**src/rtl/burst_rr_scheduler.sv**
```systemverilog
`default_nettype none
// ============================================================================
// Module   : burst_rr_scheduler
// Purpose  : Round-robin scheduler with burst ownership for one shared
//            multi-beat resource. The winner holds a registered one-hot grant
//            until its len+1 beats are consumed. Only then does the rotating
//            priority pointer move past it. The next owner is picked in the
//            same cycle as the ending beat, so back-to-back bursts have no
//            idle bubble.
// Options  : BURST_RR_TIMEOUT_EN - when defined, a stall counter aborts a
//            burst after TO_CYCLES consecutive grant cycles without a beat.
//            When undefined, no counter is built and timeout is tied to 0.
// Ports    : clk        - clock, all state on rising edge
//            rst_n      - asynchronous active-low reset
//            req        - [N]        per-requester request level
//            req_len    - [N*LENW]   burst length minus one, field i at
//                                    [i*LENW +: LENW]
//            beat       - resource consumed one beat this cycle
//            grant      - [N]        registered one-hot owner, 0 when idle
//            grant_id   - [log2 N]   binary owner index, 0 when idle
//            beats_left - [LENW]     beats remaining after the current one
//            last       - owner present and on its final beat
//            timeout    - one-cycle pulse marking an aborted burst
// Revision : 1.0 - initial release
// ============================================================================
module burst_rr_scheduler #(
  parameter int N         = 5,
  parameter int LENW      = 4,
  parameter int TO_CYCLES = 16
) (
  input  logic                   clk,
  input  logic                   rst_n,
  input  logic [N-1:0]           req,
  input  logic [N*LENW-1:0]      req_len,
  input  logic                   beat,
  output logic [N-1:0]           grant,
  output logic [$clog2(N)-1:0]   grant_id,
  output logic [LENW-1:0]        beats_left,
  output logic                   last,
  output logic                   timeout
);

  localparam int IDW = $clog2(N);
  localparam logic [N-1:0] c_one = {{(N-1){1'b0}}, 1'b1};

  typedef enum logic [0:0] {
    S_IDLE = 1'b0,
    S_BUSY = 1'b1
  } state_t;

  state_t            state_q, state_d;
  logic [N-1:0]      grant_q, grant_d;
  logic [IDW-1:0]    grant_id_q, grant_id_d;
  logic [LENW-1:0]   beats_left_q, beats_left_d;
  logic [N-1:0]      ptr_q, ptr_d;
  logic [N-1:0]      w_sel;
  logic              w_timeout;

  // --------------------------------------------------------------------------
  // First asserted request at or above the one-hot pointer, wrapping.
  // Requests at/above the pointer are isolated with ~(ptr-1); if none exist
  // the search wraps to the lowest asserted request. x & -x keeps the lowest
  // set bit.
  // --------------------------------------------------------------------------
  function automatic logic [N-1:0] rr_pick(input logic [N-1:0] ptr,
                                           input logic [N-1:0] r);
    logic [N-1:0] hi;
    logic [N-1:0] src;
    hi  = r & ~(ptr - c_one);
    src = (hi != '0) ? hi : r;
    return src & (~src + c_one);
  endfunction

  function automatic logic [IDW-1:0] oh2bin(input logic [N-1:0] oh);
    logic [IDW-1:0] b;
    b = '0;
    for (int i = 0; i < N; i++) begin
      if (oh[i]) b = b | IDW'(i);
    end
    return b;
  endfunction

  function automatic logic [LENW-1:0] len_of(input logic [N-1:0]      oh,
                                             input logic [N*LENW-1:0] lens);
    logic [LENW-1:0] l;
    l = '0;
    for (int i = 0; i < N; i++) begin
      if (oh[i]) l = l | lens[i*LENW +: LENW];
    end
    return l;
  endfunction

  // --------------------------------------------------------------------------
  // Stall timeout
  // --------------------------------------------------------------------------
`ifdef BURST_RR_TIMEOUT_EN
  localparam int STALLW = (TO_CYCLES > 1) ? $clog2(TO_CYCLES) : 1;

  logic [STALLW-1:0] stall_q, stall_d;

  // Fires in the TO_CYCLES-th consecutive beat-less grant cycle: the counter
  // is 0 in the first grant cycle, so it reads TO_CYCLES-1 in that cycle.
  assign w_timeout = (state_q == S_BUSY) && !beat &&
                     (stall_q == STALLW'(TO_CYCLES - 1));
`else
  assign w_timeout = 1'b0;
`endif

  // --------------------------------------------------------------------------
  // Next-state logic
  // --------------------------------------------------------------------------
  always_comb begin
    state_d      = state_q;
    grant_d      = grant_q;
    grant_id_d   = grant_id_q;
    beats_left_d = beats_left_q;
    ptr_d        = ptr_q;
    w_sel        = '0;

    case (state_q)
      S_IDLE: begin
        w_sel = rr_pick(ptr_q, req);
      end
      S_BUSY: begin
        if (beat && (beats_left_q != '0)) begin
          beats_left_d = beats_left_q - LENW'(1);
        end
        if ((beat && (beats_left_q == '0)) || w_timeout) begin
          // Burst over: move the pointer past the owner and re-arbitrate
          // right away against the advanced pointer, so the finishing
          // owner competes at lowest priority.
          ptr_d        = {grant_q[N-2:0], grant_q[N-1]};
          w_sel        = rr_pick(ptr_d, req);
          state_d      = S_IDLE;
          grant_d      = '0;
          grant_id_d   = '0;
          beats_left_d = '0;
        end
      end
      default: begin
        state_d = S_IDLE;
      end
    endcase

    if (w_sel != '0) begin
      state_d      = S_BUSY;
      grant_d      = w_sel;
      grant_id_d   = oh2bin(w_sel);
      beats_left_d = len_of(w_sel, req_len);
    end
  end

`ifdef BURST_RR_TIMEOUT_EN
  always_comb begin
    stall_d = stall_q;
    if (state_q == S_BUSY) stall_d = stall_q + STALLW'(1);
    if (beat || (w_sel != '0)) stall_d = '0;
  end
`endif

  // --------------------------------------------------------------------------
  // State registers
  // --------------------------------------------------------------------------
  always_ff @(posedge clk or negedge rst_n) begin
    if (!rst_n) begin
      state_q      <= S_IDLE;
      grant_q      <= '0;
      grant_id_q   <= '0;
      beats_left_q <= '0;
      ptr_q        <= c_one;
`ifdef BURST_RR_TIMEOUT_EN
      stall_q      <= '0;
`endif
    end else begin
      state_q      <= state_d;
      grant_q      <= grant_d;
      grant_id_q   <= grant_id_d;
      beats_left_q <= beats_left_d;
      ptr_q        <= ptr_d;
`ifdef BURST_RR_TIMEOUT_EN
      stall_q      <= stall_d;
`endif
    end
  end

  // --------------------------------------------------------------------------
  // Outputs
  // --------------------------------------------------------------------------
  assign grant      = grant_q;
  assign grant_id   = grant_id_q;
  assign beats_left = beats_left_q;
  assign last       = (grant_q != '0) && (beats_left_q == '0);
  assign timeout    = w_timeout;

endmodule
`default_nettype wire

```
**config.mk**
```make
export PLATFORM = sky130hd
export DESIGN_NAME = burst_rr_scheduler
export DESIGN_NICKNAME = d
export VERILOG_FILES = /design/src/rtl/burst_rr_scheduler.sv
export SDC_FILE = /design/constraint.sdc
export NUM_CORES = 1
export LEC_CHECK = 0
export BUFFER_PORTS_ARGS = -buffer_cell sky130_fd_sc_hd__buf_2
export CAP_MARGIN = 20
export CORE_MARGIN = 4
export CORE_UTILIZATION = 40
export DETAILED_ROUTE_END_ITERATION = 8
export PLACE_DENSITY = 0.66
export SKIP_CTS_REPAIR_TIMING = 1
export SLEW_MARGIN = 20
export SYNTH_ARGS = -nofsm -noshare
export SYNTH_HDL_FRONTEND = slang
export SYNTH_SLANG_ARGS = --single-unit
```
**constraint.sdc**
```tcl
create_clock -name clk -period 3.4 [get_ports clk]
set_clock_uncertainty 0.15 [all_clocks]
set_input_delay 0.51 -clock clk [delete_from_list [all_inputs] [get_ports clk]]
set_output_delay 0.51 -clock clk [all_outputs]
set_load 0.01 [all_outputs]
```
## Yosys cells after proc, flatten, opt, wreduce, memory -nomap -nowiden

Cells that the tools add are included.

| storage, ports and cells | value |
|---|---|
| register bits after elaboration | 18 |
| bits in latches | 0 |
| bits in writable memories | 0 |
| memory bits (read-only) | 0 |
| input port bits | 28 |
| output and inout port bits | 14 |
| word-level logic and storage cells | 68 |
| memories kept | 0 |

| operators by class | value |
|---|---|
| $add $sub $neg | 5 |
| multipliers | 0 |
| divide/modulo/power cells | 0 |
| magnitude comparators | 0 |
| eq/ne operators | 0 |
| shifts and indexed selects | 0 |
| multiplexer cells | 30 |
| bitwise gates (word level) | 13 |
| reductions and logical operators | 15 |

Operators by type and width:

| operator | number |
|---|---|
| 4-bit 2-to-1 mux | 13 |
| 5-bit 2-to-1 mux | 6 |
| 5-bit AND | 4 |
| 5-bit NOT | 4 |
| 5-bit nonzero test | 4 |
| 4-bit bitwise OR | 4 |
| 3-bit 2-to-1 mux | 4 |
| 5-bit by 1-bit adder with 5-bit output (second input constant) | 2 |
| 5-bit case mux with 2 select lines | 1 |
| 5-bit by 1-bit subtractor with 5-bit output (second input constant) | 2 |
| 2-bit AND reduction | 3 |
| 4-bit zero test | 1 |
| 1-bit 2-to-1 mux | 4 |
| 2-bit 2-to-1 mux | 2 |
| 2-bit nonzero test | 2 |
| 4-bit nonzero test | 1 |
| 4-bit by 1-bit subtractor with 4-bit output (second input constant) | 1 |
| 1-bit logical AND | 3 |
| 3-bit nonzero test | 1 |
| 1-bit NOT | 1 |

## Longest topological paths before layout

Gate-level depths: netlist of run 1.

| depth | value |
|---|---|
| depth in word-level cells | 24 |
| depth in mapped cells | 9 |
| mapped depth without buffers | 9 |

## Worst setup path after synthesis of run 1

Ideal clock, no wire load.

| timing path | value |
|---|---|
| kind | reg2reg |
| start point | register grant_q[4], in the netlist grant[4] |
| end point | register grant_id_q[1], in the netlist grant_id[1] |
| setup time | 0.126 ns |
| arrival time | 2.819 ns |
| data required time | 3.124 ns |
| setup slack | 0.304 ns |
| stages on the path, launching flop included | 10 |
| path buffers | 0 |
| period minus slack after synthesis | 3.096 ns |
| path through | dfrtp_1 inv_1 ha_1 nor3b_1 mux2_4 and4_1 or3b_4 o32ai_4 nor4b_4 a311o_1 |

| between the ends | value |
|---|---|
| cells in the longest elaborated chain, start to end | 14 |
| elaborated cells between the ends (all ways) | 18 |
| classes of those cells | add/sub: 2; mux: 7; bitwise: 4; reduce/logical: 5 |

RTL lines:

| what | RTL line | RTL |
|---|---|---|
| from (decl) | 52 | `logic [N-1:0] grant_q, grant_d;` |
| from (signal assigned) | 176 | `grant_q <= grant_d;` |
| 5-bit by 1-bit subtractor with 5-bit output * | 69 | `hi = r & ~(ptr - c_one);` |
| 5-bit NOT * | 69 |  |
| 5-bit AND * | 69 |  |
| 5-bit nonzero test | 70 | `src = (hi != '0) ? hi : r;` |
| 5-bit 2-to-1 mux * | 70 |  |
| 5-bit NOT | 71 | `return src & (~src + c_one);` |
| 5-bit by 1-bit adder with 5-bit output | 71 |  |
| 5-bit AND * | 71 |  |
| 5-bit 2-to-1 mux * | 128 | `if ((beat && (beats_left_q == '0)) \|\| w_timeout) begin` |
| 5-bit case mux with 2 select lines * | 120 | `case (state_q)` |
| 2-bit 2-to-1 mux (2 in a row) | 78 | `if (oh[i]) b = b \| IDW'(i);` |
| 3-bit 2-to-1 mux | 78 |  |
| 3-bit 2-to-1 mux | 145 | `if (w_sel != '0) begin` |
| to (signal assigned) | 177 | `grant_id_q <= grant_id_d;` |
| to (decl) | 53 | `logic [IDW-1:0] grant_id_q, grant_id_d;` |

Mark *: on every way between the ends. The rest lies on a longest branch, timed or not.
A chain may end at the register's enable or synchronous reset.

## Final worst setup path of run 1

Same ends and word-level chain as after synthesis.

==> impl_metrics.xml, run 1 <==
<?xml version="1.0" encoding="UTF-8"?>
<metrics>
  <group name="outcome">
    <metric name="result_of_the_run" unit="">finished, final reports clean</metric>
  </group>
  <group name="clock_network">
    <metric name="h_tree_level_count" unit="">1</metric>
    <metric name="clk_root_buffer_cell" unit="">sky130_fd_sc_hd__clkbuf_4</metric>
    <metric name="worstSkewPairLatency" unit="ns">0.30</metric>
    <metric name="clk_pin_slew_worst_paths" unit="ns">0.11</metric>
    <metric name="cts_made_buffers" unit="">3</metric>
    <metric name="cts_tree" unit="">done</metric>
    <metric name="clkSinkCount" unit="">17</metric>
    <metric name="cts_buffer_depth" unit="">2</metric>
  </group>
  <group name="detailed_routing">
    <metric name="firstDrtPassIters" unit="">4</metric>
    <metric name="post_drt_wl_per_cell" unit="um">16.4</metric>
    <metric name="post_drt_via_cell_ratio" unit="">5.76</metric>
    <metric name="drc" unit="">0</metric>
    <metric name="drt_wl_total" unit="mm">3.73</metric>
    <metric name="num_vias" unit="">1313</metric>
    <metric name="first_iter_violations" unit="">74</metric>
    <metric name="detail-route-antenna-nets" unit="">0</metric>
  </group>
  <group name="cells_and_area">
    <metric name="finalInstanceArea" unit="mm^2">0.00168</metric>
    <metric name="leading_cell_type_in_the_layout_fill_and_taps_excluded" unit="">sky130_fd_sc_hd__buf_2</metric>
    <metric name="insertedDiodeCount" unit="">0</metric>
    <metric name="synthToLayoutAreaGrowth" unit="%">23.1</metric>
    <metric name="layout.cells.most_common_list" unit="">sky130_fd_sc_hd__buf_2 (40), sky130_fd_sc_hd__dfrtp_1 (16), sky130_fd_sc_hd__nand2_1 (13)</metric>
    <metric name="layout-drive-gt1-share" unit="%">40.8</metric>
    <metric name="finish.net_count" unit="">216</metric>
  </group>
  <group name="synth">
    <metric name="yosys.area_share.simple" unit="%">21.4</metric>
    <metric name="main_combinational_cell_family_by_area_after_synthesis" unit="">compound AO/OA/AOI/OAI gates</metric>
    <metric name="ys_warn_count" unit="">0</metric>
    <metric name="synth.area.mux_share" unit="%">4.41</metric>
    <metric name="synth_compound_area_share" unit="%">34.7</metric>
    <metric name="async_reset_ff_share" unit="%">100</metric>
    <metric name="synth_edf_count" unit="">0</metric>
    <metric name="netlist.area_leader.share" unit="%">29.4</metric>
    <metric name="post_synthesis_mean_instance_area" unit="um^2">9.95</metric>
    <metric name="netlist_instances" unit="">137</metric>
    <metric name="yosysSeqAreaShare" unit="%">31.3</metric>
    <metric name="most_used_dff_post_synth" unit="">sky130_fd_sc_hd__dfrtp_1</metric>
    <metric name="synth.ff_latch_count" unit="">17</metric>
    <metric name="synth_fa_ha_area_share" unit="%">2.75</metric>
    <metric name="ys_top_cells_by_area" unit="">sky130_fd_sc_hd__dfrtp_1 (29%), sky130_fd_sc_hd__o211ai_2 (3.7%), sky130_fd_sc_hd__nand2_1 (3.6%), sky130_fd_sc_hd__mux2_2 (3.3%), sky130_fd_sc_hd__a31o_1 (3.2%)</metric>
    <metric name="synthXorXnorAreaFrac" unit="%">1.29</metric>
    <metric name="syn_area" unit="mm^2">0.00136</metric>
    <metric name="netlist-cell-type-count" unit="">53</metric>
    <metric name="post-synth-top-area-cell" unit="">sky130_fd_sc_hd__dfrtp_1</metric>
    <metric name="synth_fp_nets" unit="">168</metric>
  </group>
  <group name="placed_design">
    <metric name="place.port_buffers" unit="">40</metric>
    <metric name="detailed_place.area" unit="mm^2">0.00164</metric>
    <metric name="detailedPlacementHpwl" unit="mm">2.97</metric>
    <metric name="gp_routability_congestion" unit="">0.858</metric>
  </group>
  <group name="critical_path">
    <metric name="worst_setup_path_end_kind" unit="">flop</metric>
    <metric name="worstSetupStartpointType" unit="">flop</metric>
    <metric name="crit_start" unit="">grant[4]$_DFFE_PN0P_</metric>
    <metric name="worstPathRequired" unit="ns">3.44</metric>
    <metric name="reg2reg_to" unit="">grant_id[1]$_DFFE_PN0P_</metric>
    <metric name="timing.critical_path.slowest_cell_delay" unit="ns">0.53</metric>
    <metric name="critical_path_class" unit="">reg -&gt; reg</metric>
    <metric name="r2r_slack" unit="ns">0.20</metric>
    <metric name="crit-reg2reg-launch" unit="">grant[4]$_DFFE_PN0P_</metric>
    <metric name="cells_traversed_along_the_worst_timing_path" unit="">inv_1 -&gt; ha_1 -&gt; nor3b_2 -&gt; mux2_4 -&gt; a41oi_2 -&gt; or3b_4 -&gt; o32ai_4 -&gt; nor4b_4 -&gt; a311o_1</metric>
    <metric name="critical_path_peak_fanout" unit="">8</metric>
    <metric name="endpoint" unit="">grant_id[1]$_DFFE_PN0P_</metric>
    <metric name="rr_worst_depth" unit="">9</metric>
    <metric name="arrival" unit="ns">3.24</metric>
    <metric name="slowest_stage" unit="">sky130_fd_sc_hd__dfrtp_1</metric>
  </group>
  <group name="pwr">
    <metric name="p_per_area" unit="mW/mm^2">888</metric>
    <metric name="power.ir.vdd_worst" unit="mV">0.423</metric>
    <metric name="power.leakage" unit="uW">0.000764</metric>
  </group>
  <group name="timing">
    <metric name="final-max-slew-violation-count" unit="">0</metric>
    <metric name="setup_violations" unit="">0</metric>
    <metric name="finalHoldViolCount" unit="">0</metric>
    <metric name="setup_repair_after_global_routing_missed_its_margin" unit="">false</metric>
    <metric name="period_share" unit="%">94.2</metric>
    <metric name="worst-slew-pin-transition" unit="ns">0.593</metric>
    <metric name="max_slew_headroom_at_the_worst_pin" unit="%">60.4</metric>
    <metric name="min_period" unit="ns">3.20</metric>
    <metric name="final.setup.tns" unit="ns">0</metric>
    <metric name="fmax" unit="GHz">0.312</metric>
  </group>
  <group name="global_routing">
    <metric name="first_global_vias" unit="">1349</metric>
    <metric name="pin_count_of_the_biggest_net_entering_global_routing" unit="">18</metric>
    <metric name="antenna_violations_before_repair" unit="">0</metric>
    <metric name="wire_length_of_the_first_global_routing_pass" unit="mm">6.17</metric>
    <metric name="overflow" unit="">0</metric>
    <metric name="gr-usage-all-layers" unit="%">18.1</metric>
  </group>
  <group name="floorplan">
    <metric name="start_util" unit="%">43.2</metric>
    <metric name="fp.dieH" unit="um">66.4</metric>
    <metric name="floorplan.io_pins" unit="">42</metric>
    <metric name="dieArea" unit="mm^2">0.00440</metric>
    <metric name="total_core_area" unit="mm^2">0.00315</metric>
    <metric name="floorplan.rows" unit="">20</metric>
    <metric name="die_w" unit="um">66.4</metric>
  </group>
  <group name="run">
    <metric name="max-cap-violations" unit="">0</metric>
  </group>
  <group name="hold_path">
    <metric name="hold_path_class" unit="">in -&gt; reg</metric>
  </group>
</metrics>
==> state kept, by name, summed over array words and instances (netlist names) <==
name and count:
grant 5, ptr_q 5, beats_left 4, grant_id 2, state_q 1
==> metrics by stage <==
step / cells / setup slack, ns / utilization (%) / hold WS, ns / total power, uW
2_1_floorplan: 137 / 0.304 / - / 0.0644 / 1110
3_3_place_gp: 223 / 0.322 / 51.9 / 0.292 / 1350
3_5_place_dp: 223 / 0.180 / 51.9 / 0.303 / 1370
4_1_cts: 227 / 0.160 / 52.7 / -0.0269 / 1490
5_1_grt: 228 / 0.0348 / 53.2 / 0.292 / 1620
6_report: 228 / 0.198 / 53.2 / 0.291 / 1490
==> worst min path at each step <==
stage / startpoint / endpoint / slack (ns) / cells past startpoint
2_1_floorplan: rst_n / beats_left[0]$_DFFE_PN0P_ / 0.06 / 0
3_3_place_gp: rst_n / ptr_q[3]$_DFFE_PN0P_ / 0.29 / 1
3_5_place_dp: rst_n / ptr_q[3]$_DFFE_PN0P_ / 0.30 / 1
4_1_cts: rst_n / grant[4]$_DFFE_PN0P_ / -0.03 / 1
5_1_grt: req_len[2] / beats_left[2]$_DFFE_PN0P_ / 0.29 / 3
6_report: req_len[1] / beats_left[1]$_DFFE_PN0P_ / 0.29 / 3
==> Yosys cell counts, types with 3 or more instances <==
library cell               count
sky130_fd_sc_hd__ha_1          3
sky130_fd_sc_hd__nor2_1        4
sky130_fd_sc_hd__nand2b_1      3
sky130_fd_sc_hd__inv_1         9
sky130_fd_sc_hd__o21ai_0       4
sky130_fd_sc_hd__nor3_1        3
sky130_fd_sc_hd__a31oi_1       3
sky130_fd_sc_hd__a21oi_1       5
sky130_fd_sc_hd__a222oi_1      4
sky130_fd_sc_hd__nand2_1      13
sky130_fd_sc_hd__a22oi_1       5
sky130_fd_sc_hd__nor3b_1       4
sky130_fd_sc_hd__a31o_1        5
sky130_fd_sc_hd__dfrtp_1      16
sky130_fd_sc_hd__o211ai_2      4
sky130_fd_sc_hd__nand3_1       4
sky130_fd_sc_hd__mux2_2        4
==> final cells by class <==
class / count / area, um^2
well taps: 44 / 55.1
repair buffers: 46 / 248
inverters: 9 / 33.8
fillers: 319 / 1480
multi-input cells: 108 / 888
flip-flops and latches: 17 / 427
clock buffers: 4 / 26.3
==> routing by layer <==
metal | track usage (%) | up-vias | part of all wire (%)
li1 | - | 636 | -
met1 | 23.4 | 633 | 46
met2 | 30.0 | 38 | 48
met3 | 3.23 | 6 | 4.6
met4 | 6.09 | 0 | 0.88
met5 | 0 | - | 0
==> cells by family (layout without fill, tap and decap cells) <==
group | Yosys count | in the layout
buf+inv | 12 | 59
mux | 5 | 5
flops | 17 | 17
fa+ha+maj | 3 | 3
xor+xnor | 2 | 2
compound gates | 51 | 51
other cells | 1 | 1
simple gates | 46 | 46
==> power breakdown <==
| part | leakage (uW) | switching [uW] | internal [uW] |
|---|---|---|---|
| Combinational | 0.000534 | 509 | 474 |
| Sequential | 0.000215 | 107 | 288 |
| Clock | 0.0000150 | 65.6 | 45.6 |
==> critical path, delay by kind of cell, from the launching register on <==
kind	cells	cell delay, ns
simple gates	3	0.74
compound gates	3	0.97
fa+ha+maj	1	0.22
flops	1	0.53
buf+inv	1	0.13
mux	1	0.35
No activity file was read; power rests on OpenSTA's default activity.
==> run 2: changes to the inputs <==
--- a/config.mk
+++ b/config.mk
@@ -9,6 +9,7 @@
 export CAP_MARGIN = 20
 export CORE_MARGIN = 4
 export CORE_UTILIZATION = 40
+export CTS_BUF_LIST = sky130_fd_sc_hd__clkbuf_16
 export DETAILED_ROUTE_END_ITERATION = 8
 export PLACE_DENSITY = 0.66
 export SKIP_CTS_REPAIR_TIMING = 1
==> constraint.sdc (replaced) <==
create_clock -name clk -period 3.4 [get_ports clk]
set_clock_uncertainty 0.15 [all_clocks]
set_input_delay 0.51 -clock clk [delete_from_list [all_inputs] [get_ports clk]]
set_output_delay 0.51 -clock clk [all_outputs]
set_load 0.1 [all_outputs]
==> impl_metrics.xml, run 2 (synthesis results as in run 1) <==
<?xml version="1.0" encoding="UTF-8"?>
<metrics>
  <group name="critical_path">
    <metric name="worst_setup_path_end_kind" unit="">flop</metric>
    <metric name="slowest_stage" unit="">sky130_fd_sc_hd__dfrtp_2</metric>
    <metric name="critical_path_peak_fanout" unit="">8</metric>
    <metric name="worstSetupStartpointType" unit="">flop</metric>
    <metric name="worstPathRequired" unit="ns">3.38</metric>
    <metric name="r2r_slack" unit="ns">0.27</metric>
    <metric name="timing.critical_path.slowest_cell_delay" unit="ns">0.46</metric>
    <metric name="arrival" unit="ns">3.11</metric>
    <metric name="cells_traversed_along_the_worst_timing_path" unit="">inv_1 -&gt; ha_1 -&gt; nor3b_2 -&gt; mux2_4 -&gt; a41oi_2 -&gt; or3b_4 -&gt; o32ai_4 -&gt; nor4b_4 -&gt; a311o_1</metric>
    <metric name="critical_path_class" unit="">reg -&gt; reg</metric>
  </group>
  <group name="timing">
    <metric name="fmax" unit="GHz">0.319</metric>
    <metric name="period_share" unit="%">92.1</metric>
    <metric name="setup_repair_after_global_routing_missed_its_margin" unit="">false</metric>
    <metric name="min_period" unit="ns">3.13</metric>
    <metric name="worst-slew-pin-transition" unit="ns">0.564</metric>
    <metric name="hold-worst-slack" unit="ns">0.0286</metric>
    <metric name="setup_violations" unit="">0</metric>
    <metric name="finalHoldViolCount" unit="">0</metric>
    <metric name="final.setup.tns" unit="ns">0</metric>
    <metric name="max_slew_headroom_at_the_worst_pin" unit="%">62.3</metric>
    <metric name="final-max-slew-violation-count" unit="">0</metric>
  </group>
  <group name="detailed_routing">
    <metric name="dr.max_layer_used" unit="">met4</metric>
    <metric name="route.layer.met1.wl" unit="mm">1.62</metric>
    <metric name="first_iter_violations" unit="">101</metric>
    <metric name="detail-route-antenna-nets" unit="">0</metric>
    <metric name="route.met2.wl" unit="mm">1.85</metric>
    <metric name="num_vias" unit="">1346</metric>
    <metric name="wl_met3" unit="um">312</metric>
    <metric name="post_drt_via_cell_ratio" unit="">5.93</metric>
    <metric name="firstDrtPassIters" unit="">4</metric>
    <metric name="drc" unit="">0</metric>
    <metric name="post_drt_wl_per_cell" unit="um">16.8</metric>
    <metric name="drt_wl_total" unit="mm">3.81</metric>
  </group>
  <group name="clock_network">
    <metric name="clk_root_buffer_cell" unit="">sky130_fd_sc_hd__clkbuf_16</metric>
    <metric name="cts_made_buffers" unit="">3</metric>
    <metric name="worstSkewPairLatency" unit="ns">0.25</metric>
    <metric name="clk_pin_slew_worst_paths" unit="ns">0.05</metric>
    <metric name="clkSinkCount" unit="">17</metric>
    <metric name="cts_tree" unit="">done</metric>
    <metric name="cts_buffer_depth" unit="">2</metric>
    <metric name="h_tree_level_count" unit="">1</metric>
  </group>
  <group name="cells_and_area">
    <metric name="insertedDiodeCount" unit="">0</metric>
    <metric name="finish.net_count" unit="">215</metric>
    <metric name="final-seq-area" unit="um^2">429</metric>
    <metric name="leading_cell_type_in_the_layout_fill_and_taps_excluded" unit="">sky130_fd_sc_hd__buf_2</metric>
    <metric name="num-fill-cells" unit="">300</metric>
    <metric name="synthToLayoutAreaGrowth" unit="%">26.7</metric>
    <metric name="layout-drive-gt1-share" unit="%">42.6</metric>
    <metric name="layout.cells.most_common_list" unit="">sky130_fd_sc_hd__buf_2 (40), sky130_fd_sc_hd__dfrtp_1 (14), sky130_fd_sc_hd__nand2_1 (13)</metric>
    <metric name="multi_input_area" unit="um^2">888</metric>
  </group>
  <group name="placed_design">
    <metric name="place.port_buffers" unit="">40</metric>
    <metric name="gp_routability_congestion" unit="">0.880</metric>
    <metric name="detailedPlacementHpwl" unit="mm">3.02</metric>
  </group>
  <group name="floorplan">
    <metric name="floorplan.io_pins" unit="">42</metric>
    <metric name="total_core_area" unit="mm^2">0.00315</metric>
    <metric name="start_util" unit="%">43.2</metric>
    <metric name="die_w" unit="um">66.4</metric>
    <metric name="dieArea" unit="mm^2">0.00440</metric>
    <metric name="fp.dieH" unit="um">66.4</metric>
    <metric name="floorplan.rows" unit="">20</metric>
  </group>
  <group name="global_routing">
    <metric name="first_global_vias" unit="">1322</metric>
    <metric name="wire_length_of_the_first_global_routing_pass" unit="mm">6.46</metric>
    <metric name="pin_count_of_the_biggest_net_entering_global_routing" unit="">18</metric>
    <metric name="gr-usage-all-layers" unit="%">18.8</metric>
    <metric name="overflow" unit="">0</metric>
    <metric name="antenna_violations_before_repair" unit="">0</metric>
  </group>
  <group name="pwr">
    <metric name="p_per_area" unit="mW/mm^2">1170</metric>
    <metric name="power.ir.vdd_worst" unit="mV">0.668</metric>
    <metric name="power.leakage" unit="uW">0.000779</metric>
  </group>
  <group name="hold_path">
    <metric name="hold_path_class" unit="">in -&gt; async</metric>
  </group>
  <group name="run">
    <metric name="max-cap-violations" unit="">0</metric>
  </group>
  <group name="outcome">
    <metric name="result_of_the_run" unit="">finished, final reports clean</metric>
  </group>
</metrics>
[run 2: layout make-up]
class	instances	area share, %
Clock inverter	1	0.435
Timing Repair Buffer	45	13.8
Clock buffer	3	4.35
Tap cell	44	3.19
Multi-Input combinational cell	108	51.4
Inverter	9	1.96
Sequential cell	17	24.9
[run 2: per-stage QoR]
stage / instance area, um^2 / setup slack (ns) / power, uW / utilization (%) / std cells
final: 1730 / 0.268 / 2020 / 54.8 / 227
after global routing: 1730 / 0.0738 / 2160 / 54.8 / 227
after CTS: 1720 / 0.192 / 2020 / 54.6 / 227
after detailed placement: 1640 / 0.245 / 1770 / 52.0 / 223
after global placement: 1640 / 0.337 / 1740 / 52.0 / 223
after floorplan: 1370 / 0.0390 / 1500 / - / 137
[run 2: final timing paths]
| check | cells after the start | startpoint | end |
|---|---|---|---|
| max in group asynchronous | 1 | rst_n | ptr_q[0]$_DFFE_PN1P_ |
| min | 1 | rst_n | grant[2]$_DFFE_PN0P_ |
| min in group clk | 3 | req_len[2] | beats_left[2]$_DFFE_PN0P_ |
| max | 9 | grant[4]$_DFFE_PN0P_ | grant_id[0]$_DFFE_PN0P_ |
| max reg2reg | 9 | grant[4]$_DFFE_PN0P_ | grant_id[0]$_DFFE_PN0P_ |
| min reg2reg | 1 | grant_id[1]$_DFFE_PN0P_ | grant_id[1]$_DFFE_PN0P_ |
[run 2: power breakdown]
group          switching (uW)  leakage (uW)  internal [uW]
sequential                108      0.000212            291
clock                    79.8     0.0000371            159
combinational             907      0.000530            475
total                    1090      0.000779            924
[run 2: per-layer routing]
| metal | global-route usage [%] | up-vias |
|---|---|---|
| met2 | 30.7 | 60 |
| li1 | - | 636 |
| met4 | 4.31 | 0 |
| met3 | 3.74 | 6 |
| met5 | 0 | - |
| met1 | 25.4 | 644 |
[run 2: worst max-delay path: cells and delay by family (launching register included)]
family / cells / cell delay, ns
AOI/OAI and AO/OA: 3 / 0.97
adders and majority gates: 1 / 0.18
buffers and inverters: 1 / 0.10
DFF: 1 / 0.46
muxes: 1 / 0.36
and+or+nand+nor: 3 / 0.80
==> run 3: changes to the inputs <==
--- a/config.mk
+++ b/config.mk
@@ -7,6 +7,7 @@
 export LEC_CHECK = 0
 export BUFFER_PORTS_ARGS = -buffer_cell sky130_fd_sc_hd__buf_2
 export CAP_MARGIN = 20
+export CORE_ASPECT_RATIO = 1.2
 export CORE_MARGIN = 4
 export CORE_UTILIZATION = 40
 export CTS_BUF_LIST = sky130_fd_sc_hd__clkbuf_16
==> impl_metrics.xml, run 3 (synthesis results as in run 1) <==
<?xml version="1.0" encoding="UTF-8"?>
<metrics>
  <group name="timing">
    <metric name="min_period" unit="ns">3.12</metric>
    <metric name="max_slew_headroom_at_the_worst_pin" unit="%">66.1</metric>
    <metric name="setup_violations" unit="">0</metric>
    <metric name="final.setup.tns" unit="ns">0</metric>
    <metric name="fmax" unit="GHz">0.320</metric>
    <metric name="period_share" unit="%">91.9</metric>
    <metric name="finalHoldViolCount" unit="">0</metric>
    <metric name="setup_repair_after_global_routing_missed_its_margin" unit="">false</metric>
    <metric name="hold-worst-slack" unit="ns">0.0290</metric>
    <metric name="final-max-slew-violation-count" unit="">0</metric>
    <metric name="worst-slew-pin-transition" unit="ns">0.508</metric>
  </group>
  <group name="placed_design">
    <metric name="detailedPlacementHpwl" unit="mm">3.11</metric>
    <metric name="placed_cells" unit="">216</metric>
    <metric name="place.port_buffers" unit="">40</metric>
    <metric name="gp_routability_congestion" unit="">0.859</metric>
  </group>
  <group name="detailed_routing">
    <metric name="detail-route-antenna-nets" unit="">0</metric>
    <metric name="num_vias" unit="">1349</metric>
    <metric name="post_drt_via_cell_ratio" unit="">6.13</metric>
    <metric name="drc" unit="">0</metric>
    <metric name="post_drt_wl_per_cell" unit="um">18.1</metric>
    <metric name="drt_wl_total" unit="mm">3.97</metric>
    <metric name="first_iter_violations" unit="">68</metric>
    <metric name="firstDrtPassIters" unit="">5</metric>
  </group>
  <group name="floorplan">
    <metric name="fp.dieH" unit="um">71.9</metric>
    <metric name="total_core_area" unit="mm^2">0.00317</metric>
    <metric name="dieArea" unit="mm^2">0.00441</metric>
    <metric name="floorplan.io_pins" unit="">42</metric>
    <metric name="die_w" unit="um">61.3</metric>
    <metric name="start_util" unit="%">43.0</metric>
    <metric name="floorplan.rows" unit="">22</metric>
  </group>
  <group name="critical_path">
    <metric name="arrival" unit="ns">3.09</metric>
    <metric name="critical_path_buf_inv_count" unit="">2</metric>
    <metric name="worstPathRequired" unit="ns">3.36</metric>
    <metric name="worstSetupStartpointType" unit="">flop</metric>
    <metric name="timing.critical_path.slowest_cell_delay" unit="ns">0.46</metric>
    <metric name="r2r_slack" unit="ns">0.28</metric>
    <metric name="critical_path_peak_fanout" unit="">8</metric>
    <metric name="cells_traversed_along_the_worst_timing_path" unit="">inv_1 -&gt; ha_1 -&gt; nor3b_1 -&gt; mux2_4 -&gt; a41oi_2 -&gt; or3b_4 -&gt; o32ai_4 -&gt; buf_4 -&gt; or4b_4 -&gt; o211ai_2</metric>
    <metric name="crit-reg2reg-launch" unit="">grant[4]$_DFFE_PN0P_</metric>
    <metric name="critical_path_class" unit="">reg -&gt; reg</metric>
    <metric name="worst_setup_path_end_kind" unit="">flop</metric>
    <metric name="reg2reg_to" unit="">beats_left[1]$_DFFE_PN0P_</metric>
    <metric name="family_with_the_most_delay_on_the_worst_path" unit="">simple AND/OR/NAND/NOR gates</metric>
    <metric name="rr_worst_depth" unit="">10</metric>
    <metric name="slowest_stage" unit="">sky130_fd_sc_hd__dfrtp_2</metric>
  </group>
  <group name="clock_network">
    <metric name="clkSinkCount" unit="">17</metric>
    <metric name="cts_tree" unit="">done</metric>
    <metric name="worstSkewPairLatency" unit="ns">0.25</metric>
    <metric name="cts_made_buffers" unit="">3</metric>
    <metric name="clk_pin_slew_worst_paths" unit="ns">0.05</metric>
    <metric name="h_tree_level_count" unit="">1</metric>
    <metric name="clk_root_buffer_cell" unit="">sky130_fd_sc_hd__clkbuf_16</metric>
    <metric name="cts_buffer_depth" unit="">2</metric>
  </group>
  <group name="hold_path">
    <metric name="hold_path_class" unit="">in -&gt; async</metric>
  </group>
  <group name="global_routing">
    <metric name="gr-usage-all-layers" unit="%">19.7</metric>
    <metric name="overflow" unit="">0</metric>
    <metric name="first_global_vias" unit="">1375</metric>
    <metric name="wire_length_of_the_first_global_routing_pass" unit="mm">6.64</metric>
    <metric name="pin_count_of_the_biggest_net_entering_global_routing" unit="">18</metric>
    <metric name="antenna_violations_before_repair" unit="">0</metric>
  </group>
  <group name="outcome">
    <metric name="result_of_the_run" unit="">finished, final reports clean</metric>
  </group>
  <group name="cells_and_area">
    <metric name="leading_cell_type_in_the_layout_fill_and_taps_excluded" unit="">sky130_fd_sc_hd__buf_2</metric>
    <metric name="insertedDiodeCount" unit="">0</metric>
    <metric name="fin_cells" unit="">220</metric>
    <metric name="synthToLayoutAreaGrowth" unit="%">26.0</metric>
    <metric name="layout-drive-gt1-share" unit="%">42.4</metric>
    <metric name="finish.net_count" unit="">216</metric>
    <metric name="layout.cells.most_common_list" unit="">sky130_fd_sc_hd__buf_2 (40), sky130_fd_sc_hd__dfrtp_1 (14), sky130_fd_sc_hd__nand2_1 (13)</metric>
  </group>
  <group name="pwr">
    <metric name="switching_share" unit="%">54.3</metric>
    <metric name="power_frac_clock" unit="%">11.6</metric>
    <metric name="net-switching-power" unit="uW">1100</metric>
    <metric name="power.ir.vdd_worst" unit="mV">0.723</metric>
    <metric name="p_per_area" unit="mW/mm^2">1180</metric>
    <metric name="p_int" unit="uW">928</metric>
    <metric name="share_comb_of_total_power" unit="%">68.9</metric>
    <metric name="power_frac_seq" unit="%">19.5</metric>
    <metric name="power.leakage" unit="uW">0.000785</metric>
  </group>
  <group name="run">
    <metric name="max-cap-violations" unit="">0</metric>
  </group>
</metrics>
## run 3: per-layer routing
metal / up-vias / track usage [%] / part of all wire (%)
li1: 641 / - / -
met1: 633 / 26.7 / 42
met2: 63 / 30.4 / 47
met3: 12 / 3.02 / 7.5
met4: 0 / 8.92 / 3.1
met5: - / 0 / 0
## run 3: worst max path at each step
stage	endpoint	from	depth (start not counted)
6_report	beats_left[1]$_DFFE_PN0P_	grant[4]$_DFFE_PN0P_	10
5_1_grt	beats_left[3]$_DFFE_PN0P_	grant[4]$_DFFE_PN0P_	10
2_1_floorplan	grant_id[1]$_DFFE_PN0P_	grant[4]$_DFFE_PN0P_	9
4_1_cts	beats_left[1]$_DFFE_PN0P_	grant[4]$_DFFE_PN0P_	10
3_3_place_gp	beats_left[2]$_DFFE_PN0P_	grant[4]$_DFFE_PN0P_	10
3_5_place_dp	beats_left[3]$_DFFE_PN0P_	grant[4]$_DFFE_PN0P_	10
## run 3: power by group through the flow
stage,registers [uW],clock network [uW],logic (uW)
final,395,235,1400
after CTS,393,239,1400
after global placement,392,0,1370
after detailed placement,396,0,1390
after global routing,412,248,1500
after floorplan,724,0,774
## run 3: final cells by class
| type | instances | area [um^2] |
|---|---|---|
| Clock buffer | 3 | 75.1 |
| Sequential cell | 17 | 429 |
| Clock inverter | 1 | 5.00 |
| Multi-Input combinational cell | 108 | 883 |
| Tap cell | 36 | 45.0 |
| Fill cell | 295 | 1450 |
| Inverter | 9 | 33.8 |
| Timing Repair Buffer | 46 | 245 |
## run 3: per-stage QoR
stage	cell area [um^2]	total power [uW]	util, %	setup slack, ns
2_1_floorplan	1370	1500	-	0.0390
3_3_place_gp	1640	1760	51.7	0.417
3_5_place_dp	1640	1790	51.7	0.301
4_1_cts	1720	2030	54.2	0.283
5_1_grt	1720	2160	54.2	0.146
6_report	1720	2030	54.2	0.276
